===== config.mk =====
export PLATFORM = sky130hd
export DESIGN_NAME = mem_port_arbiter
export DESIGN_NICKNAME = d
export VERILOG_FILES = /design/src/rtl/mem_port_arbiter.sv
export SDC_FILE = /design/constraint.sdc
export NUM_CORES = 1
export LEC_CHECK = 0
export BUFFER_PORTS_ARGS = -buffer_cell sky130_fd_sc_hd__buf_2
export CAP_MARGIN = 15
export CORE_AREA = 5 5 102 104
export DETAILED_ROUTE_END_ITERATION = 7
export DIE_AREA = 0 0 107 109
export HOLD_SLACK_MARGIN = 0.12
export PLACE_DENSITY = 0.69
export SETUP_SLACK_MARGIN = 0.3
export SYNTH_ARGS = -nofsm -noshare
export SYNTH_HDL_FRONTEND = slang
export SYNTH_SLANG_ARGS = --single-unit

===== constraint.sdc =====
create_clock -name clk -period 3.5 [get_ports clk]
set_clock_uncertainty 0.2 [all_clocks]
set_input_delay 0.525 -clock clk [delete_from_list [all_inputs] [get_ports clk]]
set_output_delay 0.525 -clock clk [all_outputs]
set_load 0.005 [all_outputs]

===== src/rtl/mem_port_arbiter.sv =====
`default_nettype none
// ============================================================================
//  Module   : mem_port_arbiter
//  Purpose  : Shares one single-ported memory between the instruction-fetch
//             path and the data load/store path. One grant per cycle, data
//             side has priority, fetch is guaranteed a grant after MAX_WAIT
//             consecutive denied cycles. Read data is registered into a
//             per-requester response port one cycle after the grant.
//  Ports    : clk, rst_n (async, active low)
//             i_if_*  : fetch request / address;  o_if_* : grant, response
//             i_d_*   : data request, wr, addr, wdata; o_d_* : grant, response
//             o_pc_stall : holds the PC while fetch is requested but denied
//             o_mem_* / i_mem_data_out : memory port (combinational read)
//  Revision : 1.0  initial release
// ============================================================================
module mem_port_arbiter #(
    parameter int ADDR_W   = 32,
    parameter int DATA_W   = 32,
    parameter int MAX_WAIT = 3
) (
    input  logic              clk,
    input  logic              rst_n,
    input  logic              i_if_req,
    input  logic [ADDR_W-1:0] i_if_addr,
    output logic              o_if_gnt,
    output logic              o_if_rvalid,
    output logic [DATA_W-1:0] o_if_rdata,
    input  logic              i_d_req,
    input  logic              i_d_wr,
    input  logic [ADDR_W-1:0] i_d_addr,
    input  logic [DATA_W-1:0] i_d_wdata,
    output logic              o_d_gnt,
    output logic              o_d_rvalid,
    output logic [DATA_W-1:0] o_d_rdata,
    output logic              o_pc_stall,
    output logic              o_mem_enable,
    output logic              o_mem_wr,
    output logic [ADDR_W-1:0] o_mem_addr,
    output logic [DATA_W-1:0] o_mem_data_in,
    input  logic [DATA_W-1:0] i_mem_data_out
);

    localparam int c_WAIT_W = (MAX_WAIT < 1) ? 1 : $clog2(MAX_WAIT + 1);
    localparam logic [c_WAIT_W-1:0] c_WAIT_MAX = c_WAIT_W'(MAX_WAIT);
    localparam logic [c_WAIT_W-1:0] c_WAIT_ONE = c_WAIT_W'(1);

    typedef enum logic [0:0] {
        ST_INIT = 1'b0,
        ST_RUN  = 1'b1
    } state_t;

    state_t              r_state;
    state_t              w_next_state;
    logic [c_WAIT_W-1:0] r_wait_cnt;
    logic                w_if_gnt;
    logic                w_d_gnt;
    logic                w_fetch_forced;
    logic                r_if_rvalid;
    logic [DATA_W-1:0]   r_if_rdata;
    logic                r_d_rvalid;
    logic [DATA_W-1:0]   r_d_rdata;

    // ------------------------------------------------------------------
    // State register
    // ------------------------------------------------------------------
    always_ff @(posedge clk or negedge rst_n) begin
        if (!rst_n) begin
            r_state <= ST_INIT;
        end else begin
            r_state <= w_next_state;
        end
    end

    // ------------------------------------------------------------------
    // Next state and arbitration. INIT issues no grants; it gives the
    // memory one cycle to come out of its own reset.
    // ------------------------------------------------------------------
    always_comb begin
        w_next_state   = r_state;
        w_if_gnt       = 1'b0;
        w_d_gnt        = 1'b0;
        w_fetch_forced = i_if_req && (r_wait_cnt == c_WAIT_MAX);
        case (r_state)
            ST_INIT: begin
                w_next_state = ST_RUN;
            end
            ST_RUN: begin
                if (i_d_req && !w_fetch_forced) begin
                    w_d_gnt = 1'b1;
                end else if (i_if_req) begin
                    w_if_gnt = 1'b1;
                end
            end
            default: begin
                w_next_state = ST_INIT;
            end
        endcase
    end

    // ------------------------------------------------------------------
    // Starvation counter: counts consecutive denied fetch cycles and
    // saturates, so a forced fetch win is never lost to wrap-around.
    // ------------------------------------------------------------------
    always_ff @(posedge clk or negedge rst_n) begin
        if (!rst_n) begin
            r_wait_cnt <= '0;
        end else if (r_state == ST_RUN) begin
            if (i_if_req && !w_if_gnt) begin
                if (r_wait_cnt != c_WAIT_MAX) begin
                    r_wait_cnt <= r_wait_cnt + c_WAIT_ONE;
                end
            end else begin
                r_wait_cnt <= '0;
            end
        end
    end

    // ------------------------------------------------------------------
    // Memory port mux; idle port drives all zeros.
    // ------------------------------------------------------------------
    always_comb begin
        o_mem_enable  = 1'b0;
        o_mem_wr      = 1'b0;
        o_mem_addr    = '0;
        o_mem_data_in = '0;
        if (w_if_gnt) begin
            o_mem_enable = 1'b1;
            o_mem_addr   = i_if_addr;
        end else if (w_d_gnt) begin
            o_mem_enable  = 1'b1;
            o_mem_wr      = i_d_wr;
            o_mem_addr    = i_d_addr;
            o_mem_data_in = i_d_wdata;
        end
    end

    // ------------------------------------------------------------------
    // Response registers. Stores complete at the grant edge and produce
    // no rvalid; rdata holds until the next capture for that requester.
    // ------------------------------------------------------------------
    always_ff @(posedge clk or negedge rst_n) begin
        if (!rst_n) begin
            r_if_rvalid <= 1'b0;
            r_if_rdata  <= '0;
            r_d_rvalid  <= 1'b0;
            r_d_rdata   <= '0;
        end else begin
            r_if_rvalid <= w_if_gnt;
            r_d_rvalid  <= w_d_gnt && !i_d_wr;
            if (w_if_gnt) begin
                r_if_rdata <= i_mem_data_out;
            end
            if (w_d_gnt && !i_d_wr) begin
                r_d_rdata <= i_mem_data_out;
            end
        end
    end

    assign o_if_gnt    = w_if_gnt;
    assign o_d_gnt     = w_d_gnt;
    assign o_if_rvalid = r_if_rvalid;
    assign o_if_rdata  = r_if_rdata;
    assign o_d_rvalid  = r_d_rvalid;
    assign o_d_rdata   = r_d_rdata;
    // Gated by rst_n so the stall is forced low while reset is asserted.
    assign o_pc_stall  = rst_n && i_if_req && !w_if_gnt;

endmodule
`default_nettype wire


==> reports/metrics.yaml, run 1 <==
dieHeight_um: 109
cts_buffers: 9
synth.most_common_cell: "dfrtp_1"
clk_pin_slew_ps: 70
worst_slew_pin_slew_ps: 845
die_area_um2: 11700
synth_nets: 363
yosys.area_share.simple: 0.0748
grt.total_usage: 0.192
fin_nets: 632
synth_mux_area_frac: 0.236
status: "finished clean"
grt_pass1_wl_um: 17200
leakagePower_nw: 2.62
final.setup.tns_ps: 0
comb_power_share: 0.247
wl_per_cell_um: 19.2
cp_max_fo: 33
end_kind: "output port"
drt-pass1-iter-count: 4
drtAntennaViolNets: 0
synth.area.top_cells: "dfrtp_1 55%, mux2_2 23%, a22o_1 8.9%"
drt_iter0_markers: 199
layout.cells.non_filler: 617
vias_per_cell: 4.91
ys_seq_elements: 69
synth-adder-area-share: 0.00398
ys_seq_area_frac: 0.549
power_density_nw_per_um2: 458
p_seq_frac: 0.463
area_growth_pct: 52.2
clockBufferDepth: 2
crit_type: "register to output port"
holdWs_ps: 221
crit_buf_inv: 3
io_buffer_count: 267
via_count: 3032
p_total_mw: 2.19
place_hpwl_um: 9530
r2r_cells: 6
finalCriticalPeriod_ps: 2970
place_inst: 601
core_um2: 9460
pwr-share-clk: 0.290
synthArstFlopShare: 1.00
min_path_type: "input pin to asynchronous set/reset pin"
cp.required_ps: 2770
clock_sinks: 69
routed_wl_um: 11800
synth_xor_area_frac: 0
post_cts_buffers: 0
fp.dieW_um: 107
cpPeakStageDelay_ps: 420
slowest_stage: "a22o_1"
fmax_mhz: 336
synth_top_area_frac: 0.549
finalHoldViolCount: 0
synth_top_family_by_area: "multiplexers"
p_switching_mw: 0.591
synth_cell_types: 21
synthCells: 229
start_kind: "register"
cts_max_level: 3
synth_area_leader_cell: "dfrtp_1"
drc_errors: 0
relSlewSlack: 0.437
crit_arrival_ps: 2250
p_int_mw: 1.60
ioPinCount: 268
syn_area_per_cell_um2: 13.7
synth-compound-area-share: 0.102
clk_latency_ps: 330
grt_start_max_net_pins: 70
synthesis.area_um2: 3140
grt_pass1_vias: 3168
p_sw_frac: 0.270
ys_warn_count: 0
antenna_cells: 0
peakVddDrop_mv: 0.315
globalplace.congestion: 0.854
maxSlewViolCount: 0
drive_gt1_frac: 0.706
cp_cell_sequence: "ha_1 -> inv_1 -> a21o_1 -> clkinv_2 -> a22o_1 -> buf_2"
initial_utilization: 0.332
cts_tree: "yes"
synth_top_flop_cell: "dfrtp_1"
setup_violations: 0
grt_setup_unrepaired: "false"
reg2reg_to: "o_if_rdata[31]"
synth_common_cells: "69 x dfrtp_1, 64 x mux2_2, 33 x and2_1"
path_delay_family: "buffers and inverters"
cp.depth: 6
r2r_start: "r_wait_cnt[0]"
utilization: 0.506
synth_edf_count: 0
grt_overflow: 0
r2r_slack_ps: 1270
period_share: 0.850
antenna_found_initial: 0
row_count: 36
root_buffer: "clkbuf_8"
maxCapViolCount: 0
-- placed cells by master (no fill, tap or decap), types with 2 or more instances in the layout --
cell type	n
a22o_1	32
and2_1	33
buf_2	267
buf_4	7
clkbuf_1	2
clkbuf_8	10
clkinv_2	3
dfrtp_1	69
mux2_2	64
nand2_1	2
-- cells by family after synthesis --
logic type,after synthesis
flops,69
mux,66
simple gates,38
compound gates,36
buf+inv,18
fa+ha+maj,1
other cells,1
-- sequential cells by signal, summed over array words and instances, names as in the netlist --
name,count
o_d_rvalid,1
o_if_rvalid,1
o_d_rdata,32
r_state,1
o_if_rdata,32
r_wait_cnt,2
-- through the flow --
step           setup slack, ps  area, µm²
4_1_cts                    495       4780
3_3_place_gp               454       4590
6_report                   525       4780
2_1_floorplan             1290       3140
5_1_grt                    388       4780
3_5_place_dp               432       4590
-- routing by layer --
layer	wire length, µm	GRT usage	vias to the layer above
met3	1020	0.0610	16
met1	4370	0.221	1499
met5	0	0	-
met2	6250	0.336	149
met4	193	0.0749	0
li1	-	-	1368
-- what timing repair did --
action,4_1_cts,5_1_grt
endpoints found under the setup margin,33,0
resized for setup,1,0
hold buffers,0,0
-- final cells by class --
type                            count  area, µm²
Clock buffer                       12        145
Clock inverter                      4       47.5
Fill cell                         886       4670
Inverter                            2       8.76
Multi-Input combinational cell    142       1330
Sequential cell                    69       1730
Tap cell                          114        143
Timing Repair Buffer              274       1390
-- power groups by stage --
stage / clock network (mW) / registers (mW) / logic (mW)
global placement: 0 / 1.02 / 0.541
floorplan: 0 / 1.04 / 0.200
global route: 0.692 / 1.03 / 0.592
CTS: 0.655 / 1.02 / 0.553
finish: 0.636 / 1.01 / 0.540
detailed placement: 0 / 1.03 / 0.551
-- how the worst max path moves through the flow --
| stage | from | to | slack (ps) |
|---|---|---|---|
| 3_3_place_gp | r_wait_cnt[0] | o_mem_addr[28] | 450 |
| 6_report | r_wait_cnt[0] | o_mem_addr[28] | 530 |
| 3_5_place_dp | r_wait_cnt[0] | o_mem_addr[28] | 430 |
| 5_1_grt | r_wait_cnt[0] | o_mem_addr[28] | 390 |
| 4_1_cts | r_wait_cnt[0] | o_mem_addr[28] | 500 |
| 2_1_floorplan | r_wait_cnt[0] | o_mem_addr[22] | 1290 |
Note: power is estimated with default switching activity, not from simulation.
==> run 2: changes to the inputs <==
Settings changed: ABC_AREA from default to 1, CORE_AREA 5 5 102 104 to 5 5 101 103, DIE_AREA 0 0 107 109 to 0 0 106 108, PLACE_DENSITY 0.69 to 0.73.
Clock period 3.5 ns to 2.9 ns, I/O delays scaled along.
==> run 2 against run 1 <==
Against the previous run: hold slack worse by 59 ps; power is 26% higher; sequential share of layout area is 3.3 points lower; count of clock-buffer cells in the layout is 1 lower; critical path type unchanged; largest cell class unchanged; largest power group unchanged; highest routed layer unchanged.
==> reports/metrics.yaml, run 2 <==
status: "finished clean"
slowest_stage: "dfrtp_1"
synth_cell_types: 16
post_cts_buffers: 0
cpPeakStageDelay_ps: 380
grt_setup_unrepaired: "false"
start_kind: "register"
grt_pass1_wl_um: 20800
crit_type: "register to output port"
clockBufferDepth: 2
comb_power_share: 0.238
grt_start_max_net_pins: 70
cts_tree: "yes"
r2r_cells: 6
initial_utilization: 0.364
wl_per_cell_um: 15.6
multi_input_area_um2: 1310
cp.required_ps: 2270
setup_violations: 0
globalplace.congestion: 0.972
pwr-share-clk: 0.326
ys_seq_elements: 69
cts_buffers: 9
via_count: 3995
vias_per_cell: 4.54
row_count: 35
ys_seq_area_frac: 0.521
dieHeight_um: 108
fp.dieW_um: 106
core_um2: 9110
drc_errors: 0
mostFrequentLayoutCell: "nand2_1"
grt_overflow: 0
io_buffer_count: 267
synth_top_flop_cell: "dfrtp_1"
p_switching_mw: 0.790
synthArstFlopShare: 1.00
peakVddDrop_mv: 0.379
fmax_mhz: 412
root_buffer: "clkbuf_8"
die_area_um2: 11400
clk_pin_slew_ps: 70
drive_gt1_frac: 0.389
ioPinCount: 268
p_sw_frac: 0.287
fin_nets: 896
p_seq_frac: 0.436
reg2reg_to: "o_d_rdata[1]"
maxSlewViolCount: 0
antenna_found_initial: 0
drt-pass1-iter-count: 5
ys_warn_count: 0
synth_common_cells: "293 x nand2_1, 69 x dfrtp_1, 35 x inv_1, 35 x nor2_1, 9 x buf_2"
fillerInstances: 842
min_path_type: "input pin to asynchronous set/reset pin"
crit_buf_inv: 2
synth_nets: 601
period_share: 0.837
clock_sinks: 69
end_kind: "output port"
drtAntennaViolNets: 0
p_int_mw: 1.96
maxCapViolCount: 0
setup_ws_ps: 474
finalHoldViolCount: 0
post-place-ws_ps: 622
cp_cell_sequence: "ha_1 -> nand2_2 -> nand3_4 -> inv_4 -> nand2_1 -> nand2_1 -> buf_2"
path_delay_family: "simple AND/OR/NAND/NOR gates"
startpoint: "r_wait_cnt[0]"
worst_slew_pin_slew_ps: 854
final-seq-area_um2: 1730
syn_area_per_cell_um2: 7.09
synthesis.area_um2: 3310
cp_max_fo: 33
stdcell_area_um2: 5270
final_cell_mix: "293 x nand2_1, 267 x buf_2, 69 x dfrtp_1"
drt_iter0_markers: 303
clk_latency_ps: 330
cts_max_level: 3
crit_arrival_ps: 1790
leakagePower_nw: 3.44
synth.most_common_cell: "nand2_1"
routed_wl_um: 13700
synth.area.top_cells: "dfrtp_1 52%, nand2_1 33%, inv_1 4.0%"
place_hpwl_um: 10300
r2r_slack_ps: 760
grt.total_usage: 0.232
synth_top_area_frac: 0.521
finalCriticalPeriod_ps: 2430
relSlewSlack: 0.431
cp.depth: 7
r2r_start: "r_wait_cnt[0]"
synthCells: 467
synth_edf_count: 0
grt_pass1_vias: 3919
cpMostUsedCell: "nand2_1"
dpl_cell_area_um2: 4710
synth_area_leader_cell: "dfrtp_1"
worstSetupEndpoint: "o_mem_addr[25]"
area_growth_pct: 59.1
power_density_nw_per_um2: 522
final.setup.tns_ps: 0
[run 2: cell types whose count changed in the layout (fill, tap and decap cells not counted), moves of 3 or more]
cell / before / now
a22o_1: 32 / 0
inv_1: 1 / 35
dlygate4sd3_1: 0 / 32
nand2_1: 2 / 293
and2_1: 33 / 0
nor2_1: 0 / 35
mux2_2: 64 / 0
nand2_2: 0 / 3
[run 2: worst reg2reg max path, cell delays in order (launching register included)]
cell and delay, ps:
dfrtp_1 380, ha_1 210, nand2_2 110, nand4_1 520, buf_4 460, nand2_1 90, nand2_1 60
[run 2: area by class of cell]
type	instances	area share
inverters	38	0.0280
clock buffers	11	0.0287
flip-flops and latches	69	0.328
well taps	111	0.0264
multi-input cells	338	0.249
clock inverters	5	0.0157
repair buffers	306	0.324
diodes	1	0.000475
[run 2: per-stage QoR]
step	instances	hold WS, ps	util	power (mW)
after global routing	878	240	0.578	2.92
after global placement	830	258	0.517	1.82
after CTS	878	198	0.578	2.78
final	879	161	0.579	2.75
after detailed placement	830	259	0.517	1.84
after floorplan	467	-60.6	-	1.44
[run 2: power groups by stage]
stage                     Sequential (mW)  Clock [mW]  Combinational, mW
after floorplan                      1.22           0              0.218
after global placement               1.21           0              0.607
after detailed placement             1.21           0              0.625
after CTS                            1.20       0.918              0.663
after global routing                 1.22       0.969              0.729
final                                1.20       0.896              0.655
[run 2: cells by family (layout without fill, tap and decap cells)]
group                      after synthesis  in the layout  share of synthesized area
adders and majority gates                1              1                    0.00378
DFF                                     69             69                      0.521
other                                    1              2                    0.00113
AOI/OAI and AO/OA                        2              2                    0.00302
buffers and inverters                   60            360                     0.0827
and+or+nand+nor                        334            334                      0.388
[run 2: repair_timing]
item | 4_1_cts | 5_1_grt
endpoints found under the hold margin | 64 | 0
gates resized for setup | 2 | 0
hold buffers | 32 | 0
setup endpoints to repair | 10 | 0
[run 2: worst min-delay path by stage]
stage / end / depth (start not counted)
after floorplan: o_d_rdata[0] / 0
after global placement: o_d_rdata[31] / 2
final: r_state / 2
after detailed placement: o_if_rdata[19] / 2
after global routing: o_d_rdata[3] / 2
after CTS: o_if_rdata[28] / 2
[run 2: routing by layer]
| metal | vias to the layer above | track usage | wire length, µm |
|---|---|---|---|
| met3 | 28 | 0.0597 | 1110 |
| met5 | - | 0 | 0 |
| met4 | 0 | 0.0953 | 390 |
| li1 | 1948 | - | - |
| met1 | 1841 | 0.279 | 5290 |
| met2 | 178 | 0.398 | 6910 |
==> run 3: changes to the inputs <==
Clock period 2.9 ns to 2.42 ns, I/O delays scaled along.
==> run 3 against run 2 <==
Against the previous run: die area stayed put; clock power rose by 7.5%; power is 18% higher; routed wire length is 4.4% higher.
==> reports/metrics.yaml, run 3 (synthesis results as in run 2) <==
met3_usage: 0.0615
grt_overflow: 0
grt_pass1_vias: 4108
grt.total_usage: 0.238
setup_ws_ps: 214
globalplace.congestion: 0.982
drive_gt1_frac: 0.424
initial_utilization: 0.364
grtUsageMet1: 0.270
drt-pass1-iter-count: 4
grt_setup_unrepaired: "true"
area_growth_pct: 68.2
cts_tree: "yes"
clock_sinks: 69
clk_latency_ps: 330
peakVddDrop_mv: 0.399
min_path_type: "input pin to register"
via_count: 4106
crit_type: "register to output port"
status: "finished clean"
antenna_found_initial: 0
r2r_start: "r_wait_cnt[1]"
final.setup.tns_ps: 0
fmax_mhz: 453
cts_max_level: 3
startpoint: "r_wait_cnt[1]"
top_usage_layer: "met2"
setup_violations: 0
wl_per_cell_um: 16.0
grt_pass1_wl_um: 21200
grt_use_met2: 0.426
leakagePower_nw: 3.55
drtAntennaViolNets: 0
ioPinCount: 268
die_area_um2: 11400
maxCapViolCount: 0
fillerInstances: 817
root_buffer: "clkbuf_8"
clockBufferDepth: 2
grt_start_max_net_pins: 70
mostFrequentLayoutCell: "nand2_1"
finalHoldViolCount: 0
maxSlewViolCount: 0
row_count: 35
fp.dieW_um: 106
cts_buffers: 9
cp.required_ps: 1860
period_share: 0.911
place_hpwl_um: 10000
power_density_nw_per_um2: 582
crit_arrival_ps: 1640
vias_per_cell: 4.59
dieHeight_um: 108
core_um2: 9110
finalCriticalPeriod_ps: 2210
post-place-ws_ps: 191
routed_wl_um: 14300
final_cell_mix: "289 x nand2_1, 266 x buf_2, 69 x dfrtp_1"
clk_pin_slew_ps: 70
drt_iter0_markers: 272
worst_slew_pin_slew_ps: 852
hp-start: "i_if_req"
fin_nets: 912
end_kind: "output port"
io_buffer_count: 267
drc_errors: 0
relSlewSlack: 0.432
start_kind: "register"
cp_max_fo: 8
run 3: critical path: stages (launching register included):
cell and delay [ps]:
dfrtp_1 390, ha_2 200, nand2_4 80, nand3_4 110
buf_6 160, clkbuf_16 170, nor2_1 80, buf_2 110
run 3: per-stage QoR:
step | area [µm²] | util | power, mW | hold WS (ps) | cells
2_1_floorplan | 3310 | - | 1.73 | -133 | 467
3_3_place_gp | 4710 | 0.517 | 2.18 | 258 | 830
3_5_place_dp | 4710 | 0.517 | 2.20 | 260 | 830
4_1_cts | 5430 | 0.596 | 3.25 | 245 | 889
5_1_grt | 5570 | 0.611 | 3.44 | 297 | 894
6_report | 5570 | 0.611 | 3.24 | 278 | 895
run 3: path summary, 6_finish.rpt:
path	to	cells past startpoint	slack, ps
max in group asynchronous	o_if_rdata[19]	3	830
worst min-delay path	r_wait_cnt[0]	5	280
worst max-delay path	o_mem_data_in[1]	7	210
worst min register to register	o_d_rdata[0]	2	280
min in group asynchronous	o_d_rdata[0]	3	630
worst max register to register	o_d_rdata[26]	10	300
run 3: cell type report:
cell class,instances,area (µm²),area share
multi-input cells,338,1400,0.252
well taps,111,139,0.0249
flip-flops and latches,69,1730,0.310
repair buffers,316,1860,0.334
repair inverters,6,67.6,0.0121
clock buffers,11,151,0.0272
diodes,1,2.50,0.000449
clock inverters,5,58.8,0.0106
inverters,38,163,0.0292
run 3: routing by layer:
| layer | up-vias | wire (µm) |
|---|---|---|
| met2 | 192 | 7200 |
| met4 | 0 | 442 |
| met5 | - | 0 |
| li1 | 1982 | - |
| met1 | 1904 | 5500 |
| met3 | 28 | 1150 |
run 3: report_power, final:
part           internal [mW]  switching, mW  total, mW
combinational          0.407          0.438      0.845
sequential              1.34          0.100       1.44
clock                  0.532          0.432      0.963
total                   2.27          0.969       3.24
run 3: what timing repair did:
action / 4_1_cts / 5_1_grt
hold endpoints to repair: 108 / 0
setup buffers: 4 / 3
hold buffers: 33 / 0
setup endpoints to repair: 95 / 68
pin swaps: 3 / 1
gates resized for setup: 26 / 24
cloned: 6 / 2
